<file path="src/rtl/seven_seg_scanner_pkg.sv">
// seven_seg_scanner_pkg
//   Shared definitions for the 4-digit seven-segment scanner: scan-state
//   encodings, all-off constants for anodes and segments, the 16 active-low
//   hex glyph patterns ({g,f,e,d,c,b,a}), and a one-hot-low anode helper.
package seven_seg_scanner_pkg;

  typedef enum logic [1:0] {
    ST_IDLE  = 2'd0,
    ST_BLANK = 2'd1,
    ST_DRIVE = 2'd2
  } scan_state_e;

  localparam logic [6:0] SEG_OFF   = 7'b1111111;
  localparam logic [3:0] ANODE_OFF = 4'b1111;

  localparam logic [6:0] SEG_HEX_0 = 7'b1000000;
  localparam logic [6:0] SEG_HEX_1 = 7'b1111001;
  localparam logic [6:0] SEG_HEX_2 = 7'b0100100;
  localparam logic [6:0] SEG_HEX_3 = 7'b0110000;
  localparam logic [6:0] SEG_HEX_4 = 7'b0011001;
  localparam logic [6:0] SEG_HEX_5 = 7'b0010010;
  localparam logic [6:0] SEG_HEX_6 = 7'b0000010;
  localparam logic [6:0] SEG_HEX_7 = 7'b1111000;
  localparam logic [6:0] SEG_HEX_8 = 7'b0000000;
  localparam logic [6:0] SEG_HEX_9 = 7'b0010000;
  localparam logic [6:0] SEG_HEX_A = 7'b0001000;
  localparam logic [6:0] SEG_HEX_B = 7'b0000011;
  localparam logic [6:0] SEG_HEX_C = 7'b1000110;
  localparam logic [6:0] SEG_HEX_D = 7'b0100001;
  localparam logic [6:0] SEG_HEX_E = 7'b0000110;
  localparam logic [6:0] SEG_HEX_F = 7'b0001110;

  // Active-low one-hot anode enable for the given digit position.
  function automatic logic [3:0] anode_sel(input logic [1:0] digit);
    anode_sel = ~(4'b0001 << digit);
  endfunction

endpackage

</file>
<file path="src/rtl/seven_seg_scanner_if.sv">
// seven_seg_scanner_if
//   Bundle between a display-value producer and the scanner.
//   Producer -> scanner: enable, data_clk (divider tap bus), value (4 hex
//   nibbles, [3:0] = rightmost digit), dp_in (1 = lit), blank (1 = dark).
//   Scanner -> board: an (anodes, active-low), seg ({g..a}, active-low),
//   dp (decimal point, active-low).
//   master = producer/board side, slave = scanner.
interface seven_seg_scanner_if;
  logic        enable;
  logic [15:0] data_clk;
  logic [15:0] value;
  logic [3:0]  dp_in;
  logic [3:0]  blank;
  logic [3:0]  an;
  logic [6:0]  seg;
  logic        dp;

  modport master (
    output enable, data_clk, value, dp_in, blank,
    input  an, seg, dp
  );

  modport slave (
    input  enable, data_clk, value, dp_in, blank,
    output an, seg, dp
  );
endinterface

</file>
<file path="src/rtl/seven_seg_scanner_hex_to_7seg.sv">
// hex_to_7seg
//   Combinational hex digit to active-low seven-segment glyph decoder,
//   shared by the display blocks.
//   hex : in  4  nibble to display
//   seg : out 7  {g,f,e,d,c,b,a}, 0 = segment lit
module hex_to_7seg
  import seven_seg_scanner_pkg::*;
(
  input  logic [3:0] hex,
  output logic [6:0] seg
);

  // Glyph lookup.
  always_comb begin
    seg = SEG_OFF;
    case (hex)
      4'h0:    seg = SEG_HEX_0;
      4'h1:    seg = SEG_HEX_1;
      4'h2:    seg = SEG_HEX_2;
      4'h3:    seg = SEG_HEX_3;
      4'h4:    seg = SEG_HEX_4;
      4'h5:    seg = SEG_HEX_5;
      4'h6:    seg = SEG_HEX_6;
      4'h7:    seg = SEG_HEX_7;
      4'h8:    seg = SEG_HEX_8;
      4'h9:    seg = SEG_HEX_9;
      4'hA:    seg = SEG_HEX_A;
      4'hB:    seg = SEG_HEX_B;
      4'hC:    seg = SEG_HEX_C;
      4'hD:    seg = SEG_HEX_D;
      4'hE:    seg = SEG_HEX_E;
      4'hF:    seg = SEG_HEX_F;
      default: seg = SEG_OFF;
    endcase
  end

endmodule

</file>
<file path="src/rtl/seven_seg_scanner.sv">
// seven_seg_scanner
//   Time-multiplexes a 16-bit hex value onto a 4-digit common-anode display.
//   A rising edge of data_clk[TAP_SEL] advances the scan; every digit change
//   is preceded by BLANK_CYCLES clocks of all-anodes-off to avoid ghosting.
//   value/dp_in/blank are snapshotted once per frame (at digit 0) so a frame
//   never mixes old and new data.
//   clk   : in  system clock (same domain as the divider)
//   reset : in  asynchronous, active-low
//   bus   : slave side of seven_seg_scanner_if (inputs + registered an/seg/dp)
module seven_seg_scanner
  import seven_seg_scanner_pkg::*;
#(
  parameter int TAP_SEL      = 15,
  parameter int BLANK_CYCLES = 64
) (
  input logic               clk,
  input logic               reset,
  seven_seg_scanner_if.slave bus
);

  localparam logic [7:0] CNT_LOAD = 8'(BLANK_CYCLES - 1);

  scan_state_e state_r, state_nxt_s;
  logic        tap_r;
  logic        tick_s;
  logic [1:0]  digit_r, digit_nxt_s;
  logic [7:0]  cnt_r, cnt_nxt_s;
  logic [15:0] val_snap_r, val_nxt_s;
  logic [3:0]  dp_snap_r, dp_snap_nxt_s;
  logic [3:0]  blank_snap_r, blank_nxt_s;
  logic [3:0]  an_r, an_nxt_s;
  logic [6:0]  seg_r, seg_nxt_s;
  logic        dp_r, dp_nxt_s;
  logic [3:0]  nibble_s;
  logic [6:0]  pattern_s;
  logic        unused_taps_s;

  // Only one tap is consumed; the rest of the bus is folded away here.
  assign unused_taps_s = ^bus.data_clk;

  assign tick_s = bus.data_clk[TAP_SEL] & ~tap_r;

  // Next scan state, digit, blanking counter and frame snapshot.
  always_comb begin
    state_nxt_s   = state_r;
    digit_nxt_s   = digit_r;
    cnt_nxt_s     = cnt_r;
    val_nxt_s     = val_snap_r;
    dp_snap_nxt_s = dp_snap_r;
    blank_nxt_s   = blank_snap_r;
    case (state_r)
      ST_IDLE: begin
        if (bus.enable && tick_s) begin
          state_nxt_s   = ST_BLANK;
          digit_nxt_s   = 2'd0;
          cnt_nxt_s     = CNT_LOAD;
          val_nxt_s     = bus.value;
          dp_snap_nxt_s = bus.dp_in;
          blank_nxt_s   = bus.blank;
        end else begin
          state_nxt_s = ST_IDLE;
        end
      end
      ST_BLANK: begin
        // Ticks are deliberately ignored here; the gap always runs to length.
        if (!bus.enable) begin
          state_nxt_s = ST_IDLE;
          digit_nxt_s = 2'd0;
          cnt_nxt_s   = 8'd0;
        end else if (cnt_r == 8'd0) begin
          state_nxt_s = ST_DRIVE;
        end else begin
          cnt_nxt_s = cnt_r - 8'd1;
        end
      end
      ST_DRIVE: begin
        if (!bus.enable) begin
          state_nxt_s = ST_IDLE;
          digit_nxt_s = 2'd0;
          cnt_nxt_s   = 8'd0;
        end else if (tick_s) begin
          state_nxt_s = ST_BLANK;
          digit_nxt_s = digit_r + 2'd1;
          cnt_nxt_s   = CNT_LOAD;
          // Wrapping back to digit 0 starts a new frame: take a fresh snapshot.
          if (digit_r == 2'd3) begin
            val_nxt_s     = bus.value;
            dp_snap_nxt_s = bus.dp_in;
            blank_nxt_s   = bus.blank;
          end else begin
            val_nxt_s = val_snap_r;
          end
        end else begin
          state_nxt_s = ST_DRIVE;
        end
      end
      default: begin
        state_nxt_s = ST_IDLE;
        digit_nxt_s = 2'd0;
        cnt_nxt_s   = 8'd0;
      end
    endcase
  end

  // Outputs are decoded from the next state so they register on the same edge.
  assign nibble_s = val_nxt_s[{digit_nxt_s, 2'b00} +: 4];

  hex_to_7seg u_hex (
    .hex (nibble_s),
    .seg (pattern_s)
  );

  // Next anode/segment/dp drive.
  always_comb begin
    an_nxt_s  = ANODE_OFF;
    seg_nxt_s = SEG_OFF;
    dp_nxt_s  = 1'b1;
    case (state_nxt_s)
      ST_BLANK: begin
        // Segments settle on the upcoming glyph while the anodes are off.
        an_nxt_s  = ANODE_OFF;
        seg_nxt_s = pattern_s;
        dp_nxt_s  = ~dp_snap_nxt_s[digit_nxt_s];
      end
      ST_DRIVE: begin
        if (blank_nxt_s[digit_nxt_s]) begin
          an_nxt_s  = ANODE_OFF;
          seg_nxt_s = SEG_OFF;
          dp_nxt_s  = 1'b1;
        end else begin
          an_nxt_s  = anode_sel(digit_nxt_s);
          seg_nxt_s = pattern_s;
          dp_nxt_s  = ~dp_snap_nxt_s[digit_nxt_s];
        end
      end
      default: begin
        an_nxt_s  = ANODE_OFF;
        seg_nxt_s = SEG_OFF;
        dp_nxt_s  = 1'b1;
      end
    endcase
  end

  // Scan FSM state, snapshot and registered display outputs.
  always_ff @(posedge clk or negedge reset) begin
    if (!reset) begin
      state_r      <= ST_IDLE;
      tap_r        <= 1'b0;
      digit_r      <= 2'd0;
      cnt_r        <= 8'd0;
      val_snap_r   <= 16'h0000;
      dp_snap_r    <= 4'h0;
      blank_snap_r <= 4'h0;
      an_r         <= ANODE_OFF;
      seg_r        <= SEG_OFF;
      dp_r         <= 1'b1;
    end else begin
      state_r      <= state_nxt_s;
      tap_r        <= bus.data_clk[TAP_SEL];
      digit_r      <= digit_nxt_s;
      cnt_r        <= cnt_nxt_s;
      val_snap_r   <= val_nxt_s;
      dp_snap_r    <= dp_snap_nxt_s;
      blank_snap_r <= blank_nxt_s;
      an_r         <= an_nxt_s;
      seg_r        <= seg_nxt_s;
      dp_r         <= dp_nxt_s;
    end
  end

  assign bus.an  = an_r;
  assign bus.seg = seg_r;
  assign bus.dp  = dp_r;

endmodule
</file>
<file path="src/flat_wrapper.sv">
// flat-port wrapper written by rule: the top's interface ports become plain ports
module seven_seg_scanner_flat import seven_seg_scanner_pkg::*;
#(
  parameter int TAP_SEL      = 15,
  parameter int BLANK_CYCLES = 64
)
  (clk, reset, bus_enable, bus_data_clk, bus_value, bus_dp_in, bus_blank, bus_an, bus_seg, bus_dp);
  seven_seg_scanner_if bus_i ();
  input logic clk;
  input logic reset;
  input wire logic [$bits(bus_i.enable)-1:0] bus_enable;
  input wire logic [$bits(bus_i.data_clk)-1:0] bus_data_clk;
  input wire logic [$bits(bus_i.value)-1:0] bus_value;
  input wire logic [$bits(bus_i.dp_in)-1:0] bus_dp_in;
  input wire logic [$bits(bus_i.blank)-1:0] bus_blank;
  output wire logic [$bits(bus_i.an)-1:0] bus_an;
  output wire logic [$bits(bus_i.seg)-1:0] bus_seg;
  output wire logic [$bits(bus_i.dp)-1:0] bus_dp;
  assign bus_i.enable = bus_enable;
  assign bus_i.data_clk = bus_data_clk;
  assign bus_i.value = bus_value;
  assign bus_i.dp_in = bus_dp_in;
  assign bus_i.blank = bus_blank;
  assign bus_an = bus_i.an;
  assign bus_seg = bus_i.seg;
  assign bus_dp = bus_i.dp;
  seven_seg_scanner #(.TAP_SEL(TAP_SEL), .BLANK_CYCLES(BLANK_CYCLES)) u_core (.clk(clk), .reset(reset), .bus(bus_i));
endmodule
</file>
<file path="config.mk">
export PLATFORM = sky130hd
export DESIGN_NAME = seven_seg_scanner_flat
export DESIGN_NICKNAME = d
export VERILOG_FILES = /design/src/rtl/seven_seg_scanner_pkg.sv /design/src/rtl/seven_seg_scanner_if.sv /design/src/rtl/seven_seg_scanner_hex_to_7seg.sv /design/src/rtl/seven_seg_scanner.sv /design/src/flat_wrapper.sv
export SDC_FILE = /design/constraint.sdc
export NUM_CORES = 1
export LEC_CHECK = 0
export CAP_MARGIN = 20
export CORE_ASPECT_RATIO = 1.4
export CORE_UTILIZATION = 45
export DETAILED_ROUTE_END_ITERATION = 8
export DONT_BUFFER_PORTS = 1
export PLACE_DENSITY = 0.58
export SLEW_MARGIN = 10
export SYNTH_ARGS = -nofsm -noshare
export SYNTH_HDL_FRONTEND = slang
export SYNTH_SLANG_ARGS = --single-unit
</file>
<file path="constraint.sdc">
create_clock -name clk -period 3 [get_ports clk]
set_input_delay 0.3 -clock clk [delete_from_list [all_inputs] [get_ports clk]]
set_output_delay 0.3 -clock clk [all_outputs]
set_load 0.1 [all_outputs]
</file>
# ---- Word-level counts from Yosys, hierarchy flattened
# Memory sizes are Yosys's and may differ from the RTL's.
# Index checks and enable logic that the tools add are counted.
dict set report totals {
  reg_bits 49
  latch_bits 0
  ram_bits 0
  mem_bits_ro 112
  in_bits 43
  out_inout_bits 12
  word_cells 74
  mem_count 1
}
# memory words word_bits read_ports rd_ports_with_merged_regs wr line_no
set memory_table {}
lappend memory_table {{(no name shown)} 16 7 1 0 0 seven_seg_scanner_hex_to_7seg.sv:16} ;# case (hex)
dict set report op_classes {
  addsub 2
  mul 0
  div_mod_pow 0
  magnitude_cmp 1
  n_eq_ne 8
  shifts 2
  muxes 42
  bitwise_logic 4
  reduce_logical 4
}
# cell n
set ops {}
lappend ops {{16-bit 2-to-1 mux} 4}
lappend ops {{4-bit 2-to-1 mux} 10}
lappend ops {{8-bit 2-to-1 mux} 5}
lappend ops {{16-bit one-hot mux with 2 select lines} 1}
lappend ops {{8-bit one-hot mux with 3 select lines} 1}
lappend ops {{2-bit 2-to-1 mux} 8}
lappend ops {{4-bit one-hot mux with 2 select lines} 2}
lappend ops {{16-bit by 5-bit indexed part select with 4-bit output} 1}
lappend ops {{7-bit one-hot mux with 2 select lines} 1}
lappend ops {{2-bit one-hot mux with 3 select lines} 2}
lappend ops {{8-bit logical NOT} 1}
lappend ops {{8-bit by 1-bit subtractor with 8-bit output (second input constant)} 1}
lappend ops {{7-bit 2-to-1 mux} 1}
lappend ops {{2-bit == test (second input constant)} 3}
lappend ops {{1-bit binary-select mux with 2-bit select} 2}
lappend ops {{2-bit by 1-bit == test with 1-bit output (second input constant)} 2}
lappend ops {{1-bit 2-to-1 mux} 4}
lappend ops {{4-bit inverter} 1}
lappend ops {{1-bit by 2-bit left shift with 4-bit output (first input constant)} 1}
lappend ops {{2-bit by 3-bit < comparator with 1-bit output (second input constant)} 1}
lappend ops {{3-bit by 2-bit inequality test with 1-bit output (second input constant)} 1}
lappend ops {{3-bit inequality test (second input constant)} 1}
lappend ops {{3-bit AND reduction} 1}
lappend ops {{2-bit by 1-bit adder with 2-bit output (second input constant)} 1}
lappend ops {{6 further kinds} 7}

# ---- Depth between registers and ports, before layout
# Gate-level depths: netlist (run 1).
dict set report logic_depth {
  word_depth 10
  depth_mapped 14
  mapped_depth_nobuf 14
}

# ---- By module
# Synthesis (run 1) repeated with hierarchy kept, for this count alone.
dict set report hier_totals {
  cells_unflattened 230
  hier_area_um2 2651.3
}
# module instances cells_per_inst area_per_inst_um2 seq_area_each_um2
set modules_own_cells {}
lappend modules_own_cells {seven_seg_scanner 1 199 2389.8 1241.2}
lappend modules_own_cells {hex_to_7seg 1 31 261.5 0.0}

# ---- Worst setup path before layout (run 1)
# No wires, ideal clock.
dict set report synth_path {
  path_kind {register -> register}
  from {reg u_core.state_r[0]}
  to {reg u_core.seg_r[3] (netlist: u_core.bus.seg[3])}
  setup_ns 0.084
  arrival_ns 2.730
  required_time_ns 2.916
  setup_slack_ns 0.187
  path_stages_with_launch 12
  n_path_buf 1
  synth_period_minus_slack_ns 2.813
  cell_sequence {dfrtp_1 > and4bb_2 > nand2_1 > mux2_4 > inv_4 > buf_2 > mux2i_1 > mux2i_1 > inv_1 > ha_1 > mux2_4 > a221o_1}
}
dict set report synth_via {
  elab_chain_len 6
  elab_cells_between_ends 17
  cone_classes {eq/ne: 4; shift: 1; mux: 10; reduce/logical: 1; memory: 1}
}
# item line_no
set synth_rtl {}
lappend synth_rtl {{start: declaration} seven_seg_scanner.sv:23} ;# scan_state_e state_r, state_nxt_s;
lappend synth_rtl {{start signal: assignment} seven_seg_scanner.sv:158} ;# state_r <= state_nxt_s;
lappend synth_rtl {{2-bit == test, or another cell as far along} seven_seg_scanner.sv:51} ;# case (state_r)
lappend synth_rtl {{2-bit one-hot mux with 3 select lines *} seven_seg_scanner.sv:51}
lappend synth_rtl {{net u_core.digit_nxt_s[0]} seven_seg_scanner.sv:26} ;# logic [1:0] digit_r, digit_nxt_s;
lappend synth_rtl {{16-bit by 5-bit indexed part select with 4-bit output / 1-bit binary-select mux with 2-bit select (equally long branches)} {seven_seg_scanner.sv:106, seven_seg_scanner.sv:126}}
lappend synth_rtl {{memory 16 x 7 bit / 1-bit 2-to-1 mux (equally long branches)} --}
lappend synth_rtl {{7-bit 2-to-1 mux} seven_seg_scanner.sv:126} ;# if (blank_nxt_s[digit_nxt_s]) begin
lappend synth_rtl {{7-bit one-hot mux with 2 select lines *} seven_seg_scanner.sv:118} ;# case (state_nxt_s)
lappend synth_rtl {{net u_core.seg_nxt_s[3]} seven_seg_scanner.sv:32} ;# logic [6:0] seg_r, seg_nxt_s;
lappend synth_rtl {{end signal: assignment} seven_seg_scanner.sv:166} ;# seg_r <= seg_nxt_s;
lappend synth_rtl {{end: declaration} seven_seg_scanner.sv:32}
# The timed path passes the listed nets; every way through them passes the cells marked *. The select of a mux whose other input is x is not followed.
# A chain may end at the register's enable or synchronous reset.

# ---- Worst setup path after layout (run 1)
dict set report layout_path {
  from {reg u_core.cnt_r[0]}
  to {reg u_core.seg_r[0] (netlist: u_core.bus.seg[0])}
}
dict set report layout_via {
  elab_chain_len 6
  elab_cells_between_ends 7
  cone_classes {eq/ne: 2; mux: 4; reduce/logical: 1}
}
# item line_no
set layout_rtl {}
lappend layout_rtl {{start: declaration} seven_seg_scanner.sv:27} ;# logic [7:0] cnt_r, cnt_nxt_s;
lappend layout_rtl {{start signal: assignment} seven_seg_scanner.sv:161} ;# cnt_r <= cnt_nxt_s;
lappend layout_rtl {{8-bit logical NOT *} seven_seg_scanner.sv:70} ;# end else if (cnt_r == 8'd0) begin
lappend layout_rtl {{2-bit 2-to-1 mux *} seven_seg_scanner.sv:70}
lappend layout_rtl {{2-bit 2-to-1 mux *} seven_seg_scanner.sv:66} ;# if (!bus.enable) begin
lappend layout_rtl {{2-bit one-hot mux with 3 select lines *} seven_seg_scanner.sv:51}
lappend layout_rtl {{2-bit == test / 2-bit by 1-bit == test with 1-bit output (equally long branches)} seven_seg_scanner.sv:118}
lappend layout_rtl {{7-bit one-hot mux with 2 select lines *} seven_seg_scanner.sv:118}
lappend layout_rtl {{net u_core.seg_nxt_s[0]} seven_seg_scanner.sv:32}
# The timed path passes the listed nets; every way through them passes the cells marked *.

==> impl_metrics.yaml, run 1 <==
sta:
  whs_ps: 22.7
  final_max_slew_viol_count: 0
  timing.final.crit_share_pct: 93.5
  fin_tns_setup_ps: 0
  grt_setup_unrepaired: "no"
  hold_violations: 0
  skew_ps: 6.53
  relSlewSlack_pct: 45.1
  setup_viol: 0
  layout_min_cycle_time_ps: 2800
  fmax_mhz: 357
  worst_pin_slew_ps: 824
setup_path:
  cp.arrival_ps: 3040
  cp-start-kind: "register"
  critPathRequiredTime_ps: 3240
  cp_max_fo: 4
  worst_setup_path_end_kind: "register"
  worstSetupPathType: "reg -> reg"
global_routing:
  antenna_found_initial: 0
  first_global_vias: 1907
  grtUsageMet2_pct: 33.3
  grtUsageTotal_pct: 19.1
  gr-usage-met3_pct: 4.35
  globalRouteOverflowTotal: 0
  grt_busiest_layer: "met2"
  grt_max_degree: 50
  grt.met1_usage_pct: 21.6
  grt_pass1_wl_um: 8930
cells_and_area:
  area_growth_pct: 11.4
  fin_nets: 326
  layout-drive-gt1-share_pct: 26.9
  diodes: 0
  instances_no_fill: 341
  utilization_pct: 52.2
  fillers: 546
logic_synthesis:
  yosysSeqAreaShare_pct: 44.9
  synth_edf_count: 0
  synth_cell_types: 51
  avgSynthCellArea_um2: 10.9
  synth_most_common_cell: "dfrtp_1"
  synth_top_cells_by_area: "dfrtp_1, dfstp_2, mux2_2"
  ys_top_cells_by_count: "dfrtp_1, inv_1, nand2_1"
  yosys_most_used_dff: "dfrtp_1"
  synth_top_area_share_pct: 33.5
  syn-num-nets: 309
  yosys.area.top_type: "dfrtp_1"
  syn_inst: 253
  ys_seq_elements: 49
  syn_area_mm2: 0.00276
  ys_async_sr_fraction_pct: 100
  yosysWarningCount: 0
floorplanning:
  core_area_mm2: 0.00590
  die_x_um: 68.2
  dieArea_mm2: 0.00646
  die_h_um: 94.7
  start_util_pct: 46.8
  num_rows: 33
  io_pins: 55
drt:
  ant_nets: 0
  dr.pass1.iters: 4
  routed_wl_um: 5580
  drc: 0
  vias: 1869
  viasPerCell: 5.48
  post_drt_wl_per_cell_um: 16.4
  drt_iter0_drc: 52
run_status:
  status: "completed"
placed_design:
  gp_congestion: 0.835
  hpwl_um: 4010
  io_buffer_count: 0
  dp.cells: 331
power:
  peakVddDrop_uv: 352
  power.density_mw_per_mm2: 563
  power.leakage_nw: 1.42
worst_hold_path:
  min_path_type: "in -> reg"
clock_network:
  worstSkewPairLatency_ps: 300
  htreeDepth: 2
  cts_tree: "done"
  clk_path_buf_depth: 2
  path_clk_slew_ps: 90
  cts_made_buffers: 5
  clock-sinks: 49
  cts-root-buf: "clkbuf_8"
run:
  drv_cap: 0
## final timing paths
kind                            slack, ps                   from                     end  cells after the start
worst max-delay path                  200        u_core.cnt_r[0]       u_core.bus.seg[0]                     15
worst min-delay path                   20       bus_data_clk[15]            u_core.tap_r                      0
worst max register to register        200        u_core.cnt_r[0]       u_core.bus.seg[0]                     15
worst min register to register        490  u_core.val_snap_r[15]   u_core.val_snap_r[15]                      1
max in group asynchronous            2210                  reset       u_core.bus.seg[3]                      2
min in group asynchronous             490                  reset  u_core.blank_snap_r[0]                      2
## layer usage
layer / routed length (um) / share of wire (%)
met1: 2290 / 41
met2: 3000 / 54
met3: 170 / 3.0
met4: 116 / 2.1
met5: 0 / 0
## state kept, by name, indices dropped and copies added (netlist names), 2 cells and up
| signal | flops |
|---|---|
| u_core.val_snap_r | 16 |
| u_core.bus.seg | 7 |
| u_core.cnt_r | 8 |
| u_core.blank_snap_r | 4 |
| u_core.digit_r | 2 |
| u_core.dp_snap_r | 4 |
| u_core.bus.an | 4 |
| u_core.state_r | 2 |
## cell families after synthesis
group / share of synthesized area [%]
simple gates: 14.6
flops: 44.9
compound gates: 12.5
mux: 15.9
buf+inv: 5.30
fa+ha+maj: 5.89
xor+xnor: 0.951
## layout by cell type (no fill, tap or decap), types with 9 or more instances in the layout
| cell type | synthesis | layout |
|---|---|---|
| o21ai_0 | 17 | 17 |
| inv_1 | 22 | 22 |
| dfstp_2 | 12 | 12 |
| mux2_2 | 15 | 14 |
| nand2b_1 | 9 | 9 |
| mux2i_1 | 12 | 12 |
| nor2_1 | 15 | 14 |
| buf_4 | 1 | 16 |
| ha_1 | 13 | 13 |
| nand2_1 | 20 | 20 |
| dfrtp_1 | 37 | 37 |
## worst max-delay path, cell delays in order, from the launching register on
cell      delay [ps]
dfrtp_1          410
inv_1             80
ha_1             180
nand2b_1          80
or3_1            350
nor4_2           180
buf_4            160
nand3b_1          60
o21ai_0           70
nand2_1           90
buf_4            130
ha_1             190
or2_2            320
nand2_1           80
nor3_1            40
a311o_1          310
## power by group
| part | internal [mW] | switching [mW] |
|---|---|---|
| registers | 0.772 | 0.113 |
| logic | 0.223 | 0.231 |
| clock network | 0.167 | 0.229 |
| total | 1.16 | 0.573 |
## final cells by class
cell class / count / area [um2] / share of cell area [%]
multi-input combinational: 172 / 1400 / 45.3
sequential: 49 / 1240 / 40.3
clock buffer: 6 / 72.6 / 2.36
clock inverter: 2 / 13.8 / 0.447
tap: 70 / 87.6 / 2.84
inverter: 23 / 91.3 / 2.97
timing repair buffer: 19 / 178 / 5.77
## repair_timing
item / in CTS / in global routing
setup buffers: 0 / 0
setup endpoints to repair: 0 / 8
endpoints found under the hold margin: 49 / 0
hold buffers: 2 / 0
resized for setup: 0 / 5
## per-stage QoR
stage	power (mW)	area, um2	worst slack (ps)
after global placement	1.32	2930	93.8
after floorplan	1.22	2760	187
final	1.73	3080	196
after CTS	1.76	3060	9.66
after detailed placement	1.33	2930	49.0
after global routing	1.84	3080	14.1
Power figures use the tool's default switching activity.
==> inputs of run 2 (changes only) <==
PLACE_DENSITY = 0.56   (was 0.58)
SKIP_CTS_REPAIR_TIMING = 1   (was unset)
clock period = 2.7 ns   (was 3 ns; I/O delays follow)
==> run 2 against run 1 <==
  * Via count grew 14%
  * Combinational power is 61% higher
  * First-iteration DRC count increased by 120%
  * Utilization increased by 11 points
  * Critical path type unchanged
  * Critical endpoint unchanged
  * Largest cell class unchanged
  * Highest routed layer unchanged
==> impl_metrics.yaml, run 2 (synthesized netlist as in run 1, its figures left out) <==
cells_and_area:
  area_growth_pct: 34.8
  largest-register: "u_core.val_snap_r"
  final_common_cell: "buf_4"
  layout_common_cells: "buf_4, dfrtp_1, nand2_1, inv_1, o21ai_0"
  diodes: 0
  multi_input_area_mm2: 0.00164
  fin_area_mm2: 0.00373
  layout-drive-gt1-share_pct: 47.6
  fillers: 458
  seq_area_mm2: 0.00124
  largest_register_ffs: 16
  fin_nets: 370
sta:
  setup_viol: 0
  whs_ps: 106
  relSlewSlack_pct: 43.1
  fmax_mhz: 370
  skew_ps: 10.1
  final_max_slew_viol_count: 0
  timing.final.crit_share_pct: 100
  worst_pin_slew_ps: 854
  layout_min_cycle_time_ps: 2700
  hold_violations: 0
  grt_setup_unrepaired: "yes"
setup_path:
  cp_max_fo: 3
  crit_buf_inv: 2
  cp.arrival_ps: 2930
  cp-start-kind: "register"
  worstSetupPathType: "reg -> reg"
  crit_path_top_delay_cell: "dfrtp_1"
  r2r_cells: 14
  path_cells: "inv_2 -> ha_4 -> nand2b_4 -> or3_4 -> nor4_4 -> nand3b_1 -> o21ai_2 -> nand2_2 -> buf_6 -> ha_4 -> nor2_4 -> a21oi_2 -> a31o_4 -> a311o_1"
  path_depth: 14
  worst_path_largest_cell_delay_ps: 400
  worst_setup_path_end_kind: "register"
  critPathRequiredTime_ps: 2930
  crit_top_cell: "ha_4"
  critPathTopFamily: "simple AND/OR/NAND/NOR gates"
global_routing:
  first_global_vias: 2005
  grtUsageTotal_pct: 19.9
  grt_pass1_wl_um: 9400
  globalRouteOverflowTotal: 0
  antenna_found_initial: 0
  grt_max_degree: 50
clock_network:
  path_clk_slew_ps: 90
  worstSkewPairLatency_ps: 300
  clock-sinks: 49
  cts_tree: "done"
  clk_path_buf_depth: 2
  cts_made_buffers: 5
  cts-root-buf: "clkbuf_8"
  htreeDepth: 2
power:
  p_int_mw: 1.55
  clkPwrFrac_pct: 24.5
  total_power_mw: 2.27
  power.leakage_nw: 1.69
  swShare_pct: 31.9
  sequentialPowerShare_pct: 43.4
  switchingPower_uw: 727
  power.density_mw_per_mm2: 610
  p_comb_share_pct: 32.2
  peakVddDrop_uv: 413
worst_hold_path:
  min_path_type: "in -> reg"
  holdPathStages: 2
placed_design:
  hpwl_um: 4240
  dpl-instance-area_mm2: 0.00310
  io_buffer_count: 0
  gp_congestion: 0.840
drt:
  drc: 0
  dr.pass1.iters: 4
  routed_wl_um: 6400
  drt_iter0_drc: 114
  viasPerCell: 5.52
  vias: 2127
  ant_nets: 0
  post_drt_wl_per_cell_um: 16.6
floorplanning:
  start_util_pct: 46.8
  die_x_um: 68.2
  dieArea_mm2: 0.00646
  core_area_mm2: 0.00590
  die_h_um: 94.7
  io_pins: 55
  num_rows: 33
run:
  drv_cap: 0
run_status:
  status: "completed"
## run 2: layer usage
layer	vias up	part of all wire, %	GRT usage [%]
met1	1049	41	24.6
met4	0	2.0	7.29
met5	-	0	0
li1	1015	-	-
met2	51	53	33.3
met3	12	3.8	4.11
## run 2: worst paths after layout
kind / slack (ps) / end / startpoint
setup / recovery: 0.6 / u_core.bus.seg[0] / u_core.cnt_r[1]
hold / removal: 110 / u_core.cnt_r[5] / bus_enable
setup reg to reg: 0.6 / u_core.bus.seg[0] / u_core.cnt_r[1]
hold reg to reg: 490 / u_core.val_snap_r[15] / u_core.val_snap_r[15]
max in group asynchronous: 1950 / u_core.bus.seg[3] / reset
min in group asynchronous: 470 / u_core.blank_snap_r[0] / reset
## run 2: per-stage QoR
stage | setup TNS [ps] | cells | utilization [%] | worst slack, ps
finish | 0 | 385 | 63.1 | 0.583
global route | -575 | 385 | 63.1 | -127
CTS | -1400 | 360 | 54.5 | -233
detailed placement | -626 | 352 | 52.4 | -125
global placement | -558 | 352 | 52.4 | -120
floorplan | 0 | 253 | - | 5.57
## run 2: worst register-to-register path, cell delays in order (launching register included)
cell	delay [ps]
dfrtp_1	400
inv_2	80
ha_4	150
nand2b_4	60
or3_4	380
nor4_4	260
nand3b_1	140
o21ai_2	90
nand2_2	100
buf_6	130
ha_4	160
nor2_4	120
a21oi_2	60
a31o_4	230
a311o_1	260
## run 2: area by class of cell
| class | instances | area share (%) |
|---|---|---|
| clock buffer | 6 | 2.22 |
| timing repair inverter | 1 | 0.235 |
| sequential | 49 | 33.3 |
| timing repair buffer | 62 | 14.2 |
| clock inverter | 2 | 1.01 |
| multi-input combinational | 172 | 43.9 |
| inverter | 23 | 2.72 |
| tap | 70 | 2.35 |
## run 2: power by group through the flow
stage | clock (mW) | sequential [mW] | combinational (mW)
floorplan | 0 | 0.982 | 0.381
global placement | 0 | 0.992 | 0.534
detailed placement | 0 | 0.994 | 0.545
CTS | 0.573 | 0.981 | 0.547
global route | 0.602 | 0.999 | 0.801
finish | 0.557 | 0.986 | 0.731
